### config.mk
export PLATFORM = sky130hd
export DESIGN_NAME = sp_ram_sync
export DESIGN_NICKNAME = d
export VERILOG_FILES = /design/src/rtl/sp_ram_sync.sv
export SDC_FILE = /design/constraint.sdc
export NUM_CORES = 1
export LEC_CHECK = 0
export ABC_AREA = 1
export BUFFER_PORTS_ARGS = -buffer_cell sky130_fd_sc_hd__clkbuf_2
export CAP_MARGIN = 15
export CORE_UTILIZATION = 58
export CTS_CLUSTER_DIAMETER = 50
export DETAILED_ROUTE_END_ITERATION = 10
export PLACE_DENSITY = 0.77
export SYNTH_ARGS = -nofsm -noshare
export SYNTH_HDL_FRONTEND = slang
export SYNTH_SLANG_ARGS = --single-unit
export TNS_END_PERCENT = 1
### constraint.sdc
create_clock -name clk_i -period 1.1 [get_ports clk_i]
set_input_delay 0.165 -clock clk_i [delete_from_list [all_inputs] [get_ports clk_i]]
set_output_delay 0.165 -clock clk_i [all_outputs]
set_load 0.01 [all_outputs]
### src/rtl/sp_ram_sync.sv
// Single-port synchronous RAM with a registered read port.
// The array itself is never reset; only the read register clears on reset.
module sp_ram_sync #(
   parameter int unsigned ADDR_W = 3,
   parameter int unsigned DATA_W = 6
) (
   input  logic              clk_i,
   input  logic              rst_i,
   input  logic              we_i,
   input  logic              re_i,
   input  logic [ADDR_W-1:0] addr_i,
   input  logic [DATA_W-1:0] wdata_i,
   output logic [DATA_W-1:0] rdata_o
);

   localparam int unsigned Depth = 2 ** ADDR_W;

   logic [DATA_W-1:0] mem [Depth];
   logic [DATA_W-1:0] rdata_d, rdata_q;

   always_ff @(posedge clk_i) begin
      if (we_i) begin
         mem[addr_i] <= wdata_i;
      end
   end

   always_comb begin
      rdata_d = rdata_q;
      if (re_i) begin
         rdata_d = mem[addr_i];
      end
   end

   always_ff @(posedge clk_i or posedge rst_i) begin
      if (rst_i) begin
         rdata_q <= '0;
      end else begin
         rdata_q <= rdata_d;
      end
   end

   assign rdata_o = rdata_q;

endmodule

==> impl_metrics.yaml, run 1 <==
outcome:
  status: "completed"
yosys:
  ys_types: 13
  synth-async-reset-ratio_pct: 11.1
  synth_fp_nets: 229
  synth_cells: 216
  synth_edf_count: 48
  yosysTopAreaCell: "edfxtp_1"
  synthFlopType: "edfxtp_1"
  synth_mux_area_share_pct: 0
  postSynthAreaPerCell_sq_um: 10.5
  synth.most_common_cell: "nand2_1"
  synth_compound_area_share_pct: 0.661
  synth_top_family_by_area: "simple AND/OR/NAND/NOR gates"
  synth_xor_area_share_pct: 0
  synth_top_area_share_pct: 63.5
  synth_fa_ha_area_share_pct: 0
  synthSimpleGateAreaFrac_pct: 21.0
  synth.area.top_cells: "edfxtp_1 (63%), nand2_1 (8.6%), dfrtp_1 (6.6%), nand3_1 (6.6%), inv_1 (6.4%)"
  ys_ff_latch: 54
  netlist_area_sq_um: 2270
  yosysSeqAreaShare_pct: 70.1
  yosysWarnings: 0
  synthTopCellsByCount: "nand2_1 (52), edfxtp_1 (48), inv_1 (39)"
worst_setup_path:
  rr_worst_depth: 5
  regToRegSetupSlack_ns: 0.06
  endpoint_kind: "flop"
  rr_endpoint: "rdata_o[3]"
  reg2reg_from: "mem[7][3]"
  worst_ep_required_time_ns: 1.29
  start_kind: "flop"
  path_max_fanout: 1
  worstPathArrival_ns: 1.23
  endpoint: "rdata_o[3]"
  setup.worst_path.start: "mem[7][3]"
  critical_path_class: "flop to flop"
global_route:
  antenna_found_initial: 0
  overflow: 0
  grt_pass1_wl_um: 6980
  grt_pass1_vias: 1449
  track_usage_pct: 23.8
  grt_max_degree: 16
route:
  vias: 1474
  drtPass1Iterations: 4
  wl_met3_um: 185
  wl_per_cell_um: 13.4
  wl_um: 4060
  route.layer.met1.wl_um: 1770
  avgViaCountPerCell: 4.85
  drc_errors: 0
  top_layer: "met4"
  antenna_left: 0
  drt_iter0_markers: 107
  wl_met2_um: 2030
floorplan:
  io_pins: 19
  core_sq_um: 3720
  fp.dieH_um: 64.6
  initial_core_util_pct: 61.1
  fp-row-count: 22
  dieArea_sq_um: 4170
  die-width_um: 64.6
worst_hold_path:
  hold_class: "input port to flop"
clock_network:
  path_clk_slew_ns: 0.09
  cts_made_buffers: 5
  clkSinkCount: 54
  post_cts_buffers: 0
  clk_latency_ns: 0.29
  cts_tree: "yes"
  htreeDepth: 2
  clock_path_buffers: 2
  root_buffer: "clkbuf_8"
sta:
  fmax_ghz: 0.965
  finalHoldViolCount: 0
  slew_violations: 0
  clock_skew_ns: 0.00238
  worst_pin_slew_ns: 0.306
  fin_ws_ns: 0.0641
  slew_headroom_pct: 79.5
  setup_violations: 0
  timing.final.crit_share_pct: 94.2
  hold_slack_ns: 0.159
  rsz0062_at_grt: "no"
  min_period_ns: 1.04
power:
  p_per_area_nw_per_um2: 1390
  power.total_uw: 3700
  cellLeakagePower_uw: 0.00118
  irDropWorstVdd_mv: 1.06
cells_and_area:
  drive_gt1_share_pct: 21.5
  antenna_cells: 0
  final_core_util_pct: 71.4
  synthToLayoutAreaGrowth_pct: 16.9
  final_area_sq_um: 2660
  nNetsFinal: 268
placed_design:
  io_buffers: 18
  dp_slack_ns: -0.0687
  placed_area_sq_um: 2550
  place.gp.congestion: 0.765
  hpwl_um: 3050
run:
  cap_violations: 0
cells in the final DEF (no fill, tap or decap):
cell            n
edfxtp_1       48
or2_4           1
or2_2           2
dfrtp_1         6
inv_1          39
clkbuf_2       18
clkbuf_8        5
nor2_4          4
nor2_2          3
clkinv_1        3
nand3_1        29
nand2_2         2
nand3_2         1
a21oi_1         3
nor2_1         22
inv_2           1
nand2_1        50
buf_4          18
dlygate4sd3_1   1
area by class of cell:
class	count	area (sq um)
flip-flops and latches	54	1590
fillers	282	1060
multi-input cells	117	538
repair buffers	37	235
inverters	40	150
clock buffers	5	68.8
well taps	48	60.1
clock inverters	3	11.3
registers in the layout, summed over array words and instances (netlist names):
register and flops:
rdata_o 6, mem 48
power by group:
part | total (uW) | switching (uW) | internal (uW)
sequential | 2350 | 31.4 | 2320
clock | 991 | 565 | 426
combinational | 360 | 224 | 136
worst min-delay path by stage:
stage / slack, ns / to / start / cells after the start
after global placement: 0.08 / rdata_o[3] / rst_i / 2
final: 0.16 / mem[4][3] / wdata_i[3] / 1
after global routing: 0.17 / mem[1][5] / wdata_i[5] / 1
after CTS: 0.16 / mem[6][0] / wdata_i[0] / 1
after detailed placement: 0.09 / rdata_o[3] / rst_i / 2
after floorplan: -0.04 / rdata_o[0] / rst_i / 1
cells by family (layout without fill, tap and decap cells):
group / Yosys count / count (layout)
AO/OA/AOI/OAI: 3 / 3
buffers and inverters: 45 / 85
flip-flops: 54 / 54
AND/OR/NAND/NOR: 114 / 114
per-layer routing:
layer,track usage [%],vias to the layer above
li1,-,771
met1,31.7,667
met5,0,-
met2,39.1,32
met4,8.33,0
met3,4.75,4
what timing repair did:
action,4_1_cts,5_1_grt
endpoints found under the hold margin,6,0
setup endpoints to repair,0,1
hold buffers,1,0
resized for setup,0,4
critical path, stage by stage (launching register included):
cell	delay (ns)
edfxtp_1	0.39
or2_4	0.26
nand2_2	0.06
nand3_2	0.08
nor2_2	0.10
nor2_1	0.04
per-stage QoR:
step,std cells,TNS [ns]
floorplan,216,-1.53
CTS,304,0
global route,304,0
detailed placement,295,-0.990
global placement,295,-0.293
finish,304,0
Power figures use the tool's default switching activity.
==> run 2, diff against run 1 <==
--- a/config.mk
+++ b/config.mk
@@ -5,7 +5,6 @@
 export SDC_FILE = /design/constraint.sdc
 export NUM_CORES = 1
 export LEC_CHECK = 0
-export ABC_AREA = 1
 export BUFFER_PORTS_ARGS = -buffer_cell sky130_fd_sc_hd__clkbuf_2
 export CAP_MARGIN = 15
 export CORE_UTILIZATION = 58
==> run 2 against run 1 <==
Effect of this change: the flow now finishes with violations (setup timing); first-iteration DRC count down 0.93%; fmax fell by 18%; combinational power rose by 7.8%; routed wire length increased by 1.8%; utilization increased by 4.6 points; largest cell class unchanged; sequential share of layout area grew 0.86 points; sequential cell count is the same; via count fell by 14%; highest routed layer unchanged; clock skew increased by 0.0048 ns; non-clock buffer count increased by 5; clock-buffer cell count is the same; die area down 4.8%.
==> impl_metrics.yaml, run 2 <==
clock_network:
  htreeDepth: 2
  cts_made_buffers: 5
  path_clk_slew_ns: 0.10
  clkSinkCount: 54
  clock_path_buffers: 2
  cts_tree: "yes"
  post_cts_buffers: 0
  clk_latency_ns: 0.31
  root_buffer: "clkbuf_8"
outcome:
  status: "finished with violations"
  violations: "setup timing"
yosys:
  postSynthAreaPerCell_sq_um: 16.6
  yosysWarnings: 0
  ys_types: 28
  synth-async-reset-ratio_pct: 11.1
  synth_top_area_share_pct: 66.7
  netlist_area_sq_um: 2160
  yosysTopAreaCell: "edfxtp_1"
  synthFlopType: "edfxtp_1"
  synth_fp_nets: 143
  synth.most_common_cell: "edfxtp_1"
  synth_edf_count: 48
  yosysSeqAreaShare_pct: 73.7
  ys_ff_latch: 54
  synth.area.top_cells: "edfxtp_1 (67%), dfrtp_1 (7.0%), mux2i_1 (4.2%), mux2_2 (3.7%), nor2_1 (1.6%)"
  synth_cells: 130
  synthTopCellsByCount: "edfxtp_1 (48), mux2i_1 (9), nor2_1 (9)"
cells_and_area:
  antenna_cells: 0
  stdcell_count: 218
  synthToLayoutAreaGrowth_pct: 21.2
  fillers: 211
  nNetsFinal: 184
  layout_commonest_cell: "edfxtp_1"
  regMostFlops: "mem"
  multi_input_area_sq_um: 582
  final_area_sq_um: 2620
  largest_register_ffs: 48
  drive_gt1_share_pct: 41.9
  final_cell_mix: "edfxtp_1 (48), buf_4 (22), clkbuf_2 (17), mux2i_1 (9)"
  regArea_sq_um: 1590
run:
  cap_violations: 0
worst_setup_path:
  endpoint_kind: "flop"
  worst_ep_required_time_ns: 1.30
  path_max_fanout: 1
  slowest_stage: "edfxtp_1"
  worstPathArrival_ns: 1.46
  start_kind: "flop"
  slowest_delay_ns: 0.38
  cp_cell_sequence: "mux2_4 -> a22oi_2 -> nor2_1 -> o32a_1"
  critical_path_class: "flop to flop"
  rr_worst_depth: 4
power:
  seq_power_share_pct: 60.5
  irDropWorstVdd_mv: 1.06
  p_per_area_nw_per_um2: 1480
  p_comb_share_pct: 10.0
  swShare_pct: 23.5
  power.share.clock_pct: 29.5
  cellLeakagePower_uw: 0.000954
  p_int_uw: 2970
  p_switching_uw: 911
worst_hold_path:
  hold_class: "input port to flop"
  min_path_cells: 1
floorplan:
  io_pins: 19
  fp-row-count: 21
  dieArea_sq_um: 3970
  initial_core_util_pct: 62.7
  core_sq_um: 3440
  fp.dieH_um: 63.0
  die-width_um: 63.0
sta:
  slew_headroom_pct: 80.8
  rsz0062_at_grt: "yes"
  fin_ws_ns: -0.166
  fmax_ghz: 0.790
  clock_skew_ns: 0.00722
  hold_slack_ns: 0.136
  min_period_ns: 1.27
  setup_tns_ns: -0.689
  finalHoldViolCount: 0
  slew_violations: 0
  setup_violations: 6
  worst_pin_slew_ns: 0.288
  timing.final.crit_share_pct: 115
route:
  drt_iter0_markers: 106
  drtPass1Iterations: 4
  wl_per_cell_um: 19.0
  antenna_left: 0
  vias: 1262
  wl_um: 4130
  drc_errors: 0
  avgViaCountPerCell: 5.79
global_route:
  grt_pass1_vias: 1379
  grt_pass1_wl_um: 6790
  grt_max_degree: 20
  overflow: 0
  antenna_found_initial: 0
  track_usage_pct: 23.9
placed_design:
  dp_cells: 209
  hpwl_um: 3050
  place.gp.congestion: 0.736
  io_buffers: 18
  dp_slack_ns: -0.381
  placed_area_sq_um: 2500
-- run 2: cell types whose count changed in the layout (fill, tap and decap cells not counted), sizes merged, moves of 6 or more --
cell	change
buf	+6
inv	-37
mux2	+7
mux2i	+9
nand2	-49
nand3	-29
nor2	-19
-- run 2: per-layer routing --
metal	share of wire [%]	up-vias	track usage, %
met5	0	-	0
met4	3.4	0	11.6
met3	5.9	14	4.56
met2	51	56	39.9
met1	40	604	29.8
li1	-	588	-
-- run 2: final timing paths --
| check | from | end | slack (ns) |
|---|---|---|---|
| hold / removal | wdata_i[1] | mem[1][1] | 0.14 |
| hold reg to reg | rdata_o[5] | rdata_o[5] | 0.51 |
| min in group asynchronous | rst_i | rdata_o[5] | 0.28 |
| setup / recovery | mem[3][3] | rdata_o[3] | -0.17 |
| setup reg to reg | mem[3][3] | rdata_o[3] | -0.17 |
| max in group asynchronous | rst_i | rdata_o[4] | 0.62 |
-- run 2: logic make-up (layout without fill, tap and decap cells) --
group           Yosys count  in the layout  share of synthesized area (%)
buf+inv                   9             51                           2.72
compound gates           26             26                           8.23
flops                    54             54                           73.7
simple gates             23             23                           5.27
mux                      18             18                           10.1
-- run 2: metrics by stage --
| step | total power (uW) | util (%) |
|---|---|---|
| after floorplan | 2610 | - |
| after global placement | 2760 | 72.7 |
| after detailed placement | 2780 | 72.7 |
| after CTS | 3910 | 76.0 |
| after global routing | 4010 | 76.0 |
| final | 3880 | 76.0 |
-- run 2: timing repair --
action / CTS / global route
hold buffers: 1 / 0
setup endpoints to repair: 6 / 28
pin swaps: 2 / 0
endpoints found under the hold margin: 6 / 0
gates resized for setup: 4 / 1
-- run 2: cell type report --
class / count / share of cell area (%)
flip-flops and latches: 54 / 60.8
inverters: 1 / 0.143
well taps: 46 / 2.20
repair buffers: 42 / 10.9
clock inverters: 3 / 1.10
multi-input cells: 67 / 22.2
clock buffers: 5 / 2.63
-- run 2: worst max-delay path, delay by kind of cell, from the launching register on --
| kind | cells | cell delay [ns] |
|---|---|---|
| AO/OA/AOI/OAI | 2 | 0.44 |
| multiplexers | 1 | 0.28 |
| flip-flops | 1 | 0.38 |
| AND/OR/NAND/NOR | 1 | 0.06 |
-- run 2: power groups by stage --
stage | combinational (uW) | clock, uW | sequential (uW)
floorplan | 208 | 0 | 2400
global placement | 366 | 0 | 2390
detailed placement | 379 | 0 | 2400
CTS | 390 | 1170 | 2350
global route | 420 | 1230 | 2360
finish | 388 | 1150 | 2350
==> run 3, diff against run 2 <==
--- a/config.mk
+++ b/config.mk
@@ -11,6 +11,7 @@
 export CTS_CLUSTER_DIAMETER = 50
 export DETAILED_ROUTE_END_ITERATION = 10
 export PLACE_DENSITY = 0.77
+export SETUP_SLACK_MARGIN = 0.3
 export SYNTH_ARGS = -nofsm -noshare
 export SYNTH_HDL_FRONTEND = slang
 export SYNTH_SLANG_ARGS = --single-unit
==> run 3 against run 2 <==
Effect of this change: the run still ends with setup timing left; global-route usage hardly changed; clock power barely moved; sequential power barely moved; final area increased by 0.96%; largest power group unchanged; utilization grew 0.73 points; routed wire length rose by 1.4%; non-clock buffer count unchanged; total power increased by 0.36%.
==> impl_metrics.yaml, run 3 (synthesized netlist as in run 2, its figures left out) <==
worst_setup_path:
  rr_endpoint: "rdata_o[3]"
  slowest_stage: "edfxtp_1"
  critPathTopFamily: "compound AO/OA/AOI/OAI gates"
  worstPathArrival_ns: 1.48
  start_kind: "flop"
  path_depth: 4
  worst_ep_required_time_ns: 1.30
  slowest_delay_ns: 0.38
  path_max_fanout: 1
  critical_path_class: "flop to flop"
  cp_cell_sequence: "mux2_4 -> a22oi_2 -> nor2_1 -> o32a_1"
  regToRegSetupSlack_ns: -0.18
  worst-path-buf-inv: 0
  reg2reg_from: "mem[3][3]"
  rr_worst_depth: 4
  endpoint_kind: "flop"
sta:
  slew_violations: 0
  fmax_ghz: 0.779
  hold_slack_ns: 0.133
  slew_headroom_pct: 80.5
  clock_skew_ns: 0.00526
  min_period_ns: 1.28
  rsz0062_at_grt: "yes"
  timing.final.crit_share_pct: 117
  fin_ws_ns: -0.184
  worst_pin_slew_ns: 0.292
  setup_violations: 6
  finalHoldViolCount: 0
global_route:
  overflow: 0
  antenna_found_initial: 0
  grt_max_degree: 20
  grt_pass1_vias: 1414
  grt_pass1_wl_um: 6820
  track_usage_pct: 23.9
cells_and_area:
  stdcell_count: 218
  regArea_sq_um: 1590
  layout_commonest_cell: "edfxtp_1"
  fillers: 211
  regMostFlops: "mem"
  largest_register_ffs: 48
  nNetsFinal: 184
  final_cell_mix: "edfxtp_1 (48), buf_4 (20), clkbuf_2 (10), mux2i_1 (9), buf_2 (7)"
  drive_gt1_share_pct: 43.0
  multi_input_area_sq_um: 593
  synthToLayoutAreaGrowth_pct: 22.4
  antenna_cells: 0
clock_network:
  root_buffer: "clkbuf_8"
  htreeDepth: 2
  post_cts_buffers: 0
  cts_tree: "yes"
  cts_made_buffers: 5
  clk_latency_ns: 0.31
  clkSinkCount: 54
  path_clk_slew_ns: 0.10
  clock_path_buffers: 2
floorplan:
  initial_core_util_pct: 62.7
  core_sq_um: 3440
  fp.dieH_um: 63.0
  dieArea_sq_um: 3970
  die-width_um: 63.0
  fp-row-count: 21
  io_pins: 19
route:
  drc_errors: 0
  vias: 1285
  antenna_left: 0
  wl_per_cell_um: 19.2
  drt_iter0_markers: 131
  drtPass1Iterations: 4
  avgViaCountPerCell: 5.89
  wl_um: 4190
placed_design:
  dp_slack_ns: -0.381
  dp_cells: 209
  io_buffers: 18
  hpwl_um: 3050
  place.gp.congestion: 0.736
power:
  cellLeakagePower_uw: 0.000957
  power.total_uw: 3900
  p_per_area_nw_per_um2: 1480
  irDropWorstVdd_mv: 1.07
worst_hold_path:
  min_path_cells: 1
  hold_class: "input port to flop"
  hp-start: "wdata_i[1]"
  holdPathEnd: "mem[7][1]"
outcome:
  status: "finished with violations"
  violations: "setup timing"
run:
  cap_violations: 0
==> run 3: worst register-to-register path: stages, from the launching register on <==
cell and delay, ns:
edfxtp_1 0.38, mux2_4 0.28, a22oi_2 0.15, nor2_1 0.08
o32a_1 0.29
==> run 3: how the worst max path moves through the flow <==
stage / startpoint / slack [ns] / end
finish: mem[3][3] / -0.18 / rdata_o[3]
global route: mem[2][1] / -0.20 / rdata_o[1]
CTS: mem[3][3] / -0.16 / rdata_o[3]
detailed placement: addr_i[0] / -0.38 / rdata_o[3]
global placement: addr_i[0] / -0.33 / rdata_o[1]
floorplan: mem[2][3] / -0.09 / rdata_o[3]
==> run 3: where the power goes <==
| group | switching (uW) | total (uW) | internal, uW |
|---|---|---|---|
| clock network | 674 | 1150 | 477 |
| logic | 215 | 398 | 183 |
| registers | 30.2 | 2350 | 2320 |
| total | 919 | 3900 | 2980 |
==> run 3: area by class of cell <==
type / count / share of cell area (%)
sequential: 54 / 60.2
multi-input combinational: 67 / 22.4
timing repair buffer: 42 / 11.3
clock buffer: 5 / 2.60
tap: 46 / 2.18
clock inverter: 3 / 1.09
inverter: 1 / 0.142
==> run 3: routing by layer <==
| layer | part of all wire [%] | global-route usage (%) | vias up | routed length [um] |
|---|---|---|---|---|
| li1 | - | - | 584 | - |
| met1 | 38 | 29.6 | 624 | 1590 |
| met2 | 52 | 39.9 | 67 | 2190 |
| met3 | 7.3 | 4.56 | 10 | 308 |
| met4 | 2.6 | 12.2 | 0 | 108 |
| met5 | 0 | 0 | - | 0 |
==> run 3: per-stage QoR <==
stage | area [sq um] | TNS (ns) | util (%)
4_1_cts | 2640 | -0.727 | 76.7
5_1_grt | 2640 | -1.01 | 76.8
3_5_place_dp | 2500 | -13.66 | 72.7
3_3_place_gp | 2500 | -11.55 | 72.7
6_report | 2640 | -0.733 | 76.8
2_1_floorplan | 2230 | -2.53 | -
==> run 3: timing repair <==
action                                  CTS  global route
resized for setup                        10             9
pin swaps                                 4             3
endpoints found under the setup margin   60            60
hold buffers                              1             0
hold endpoints to repair                  6             0
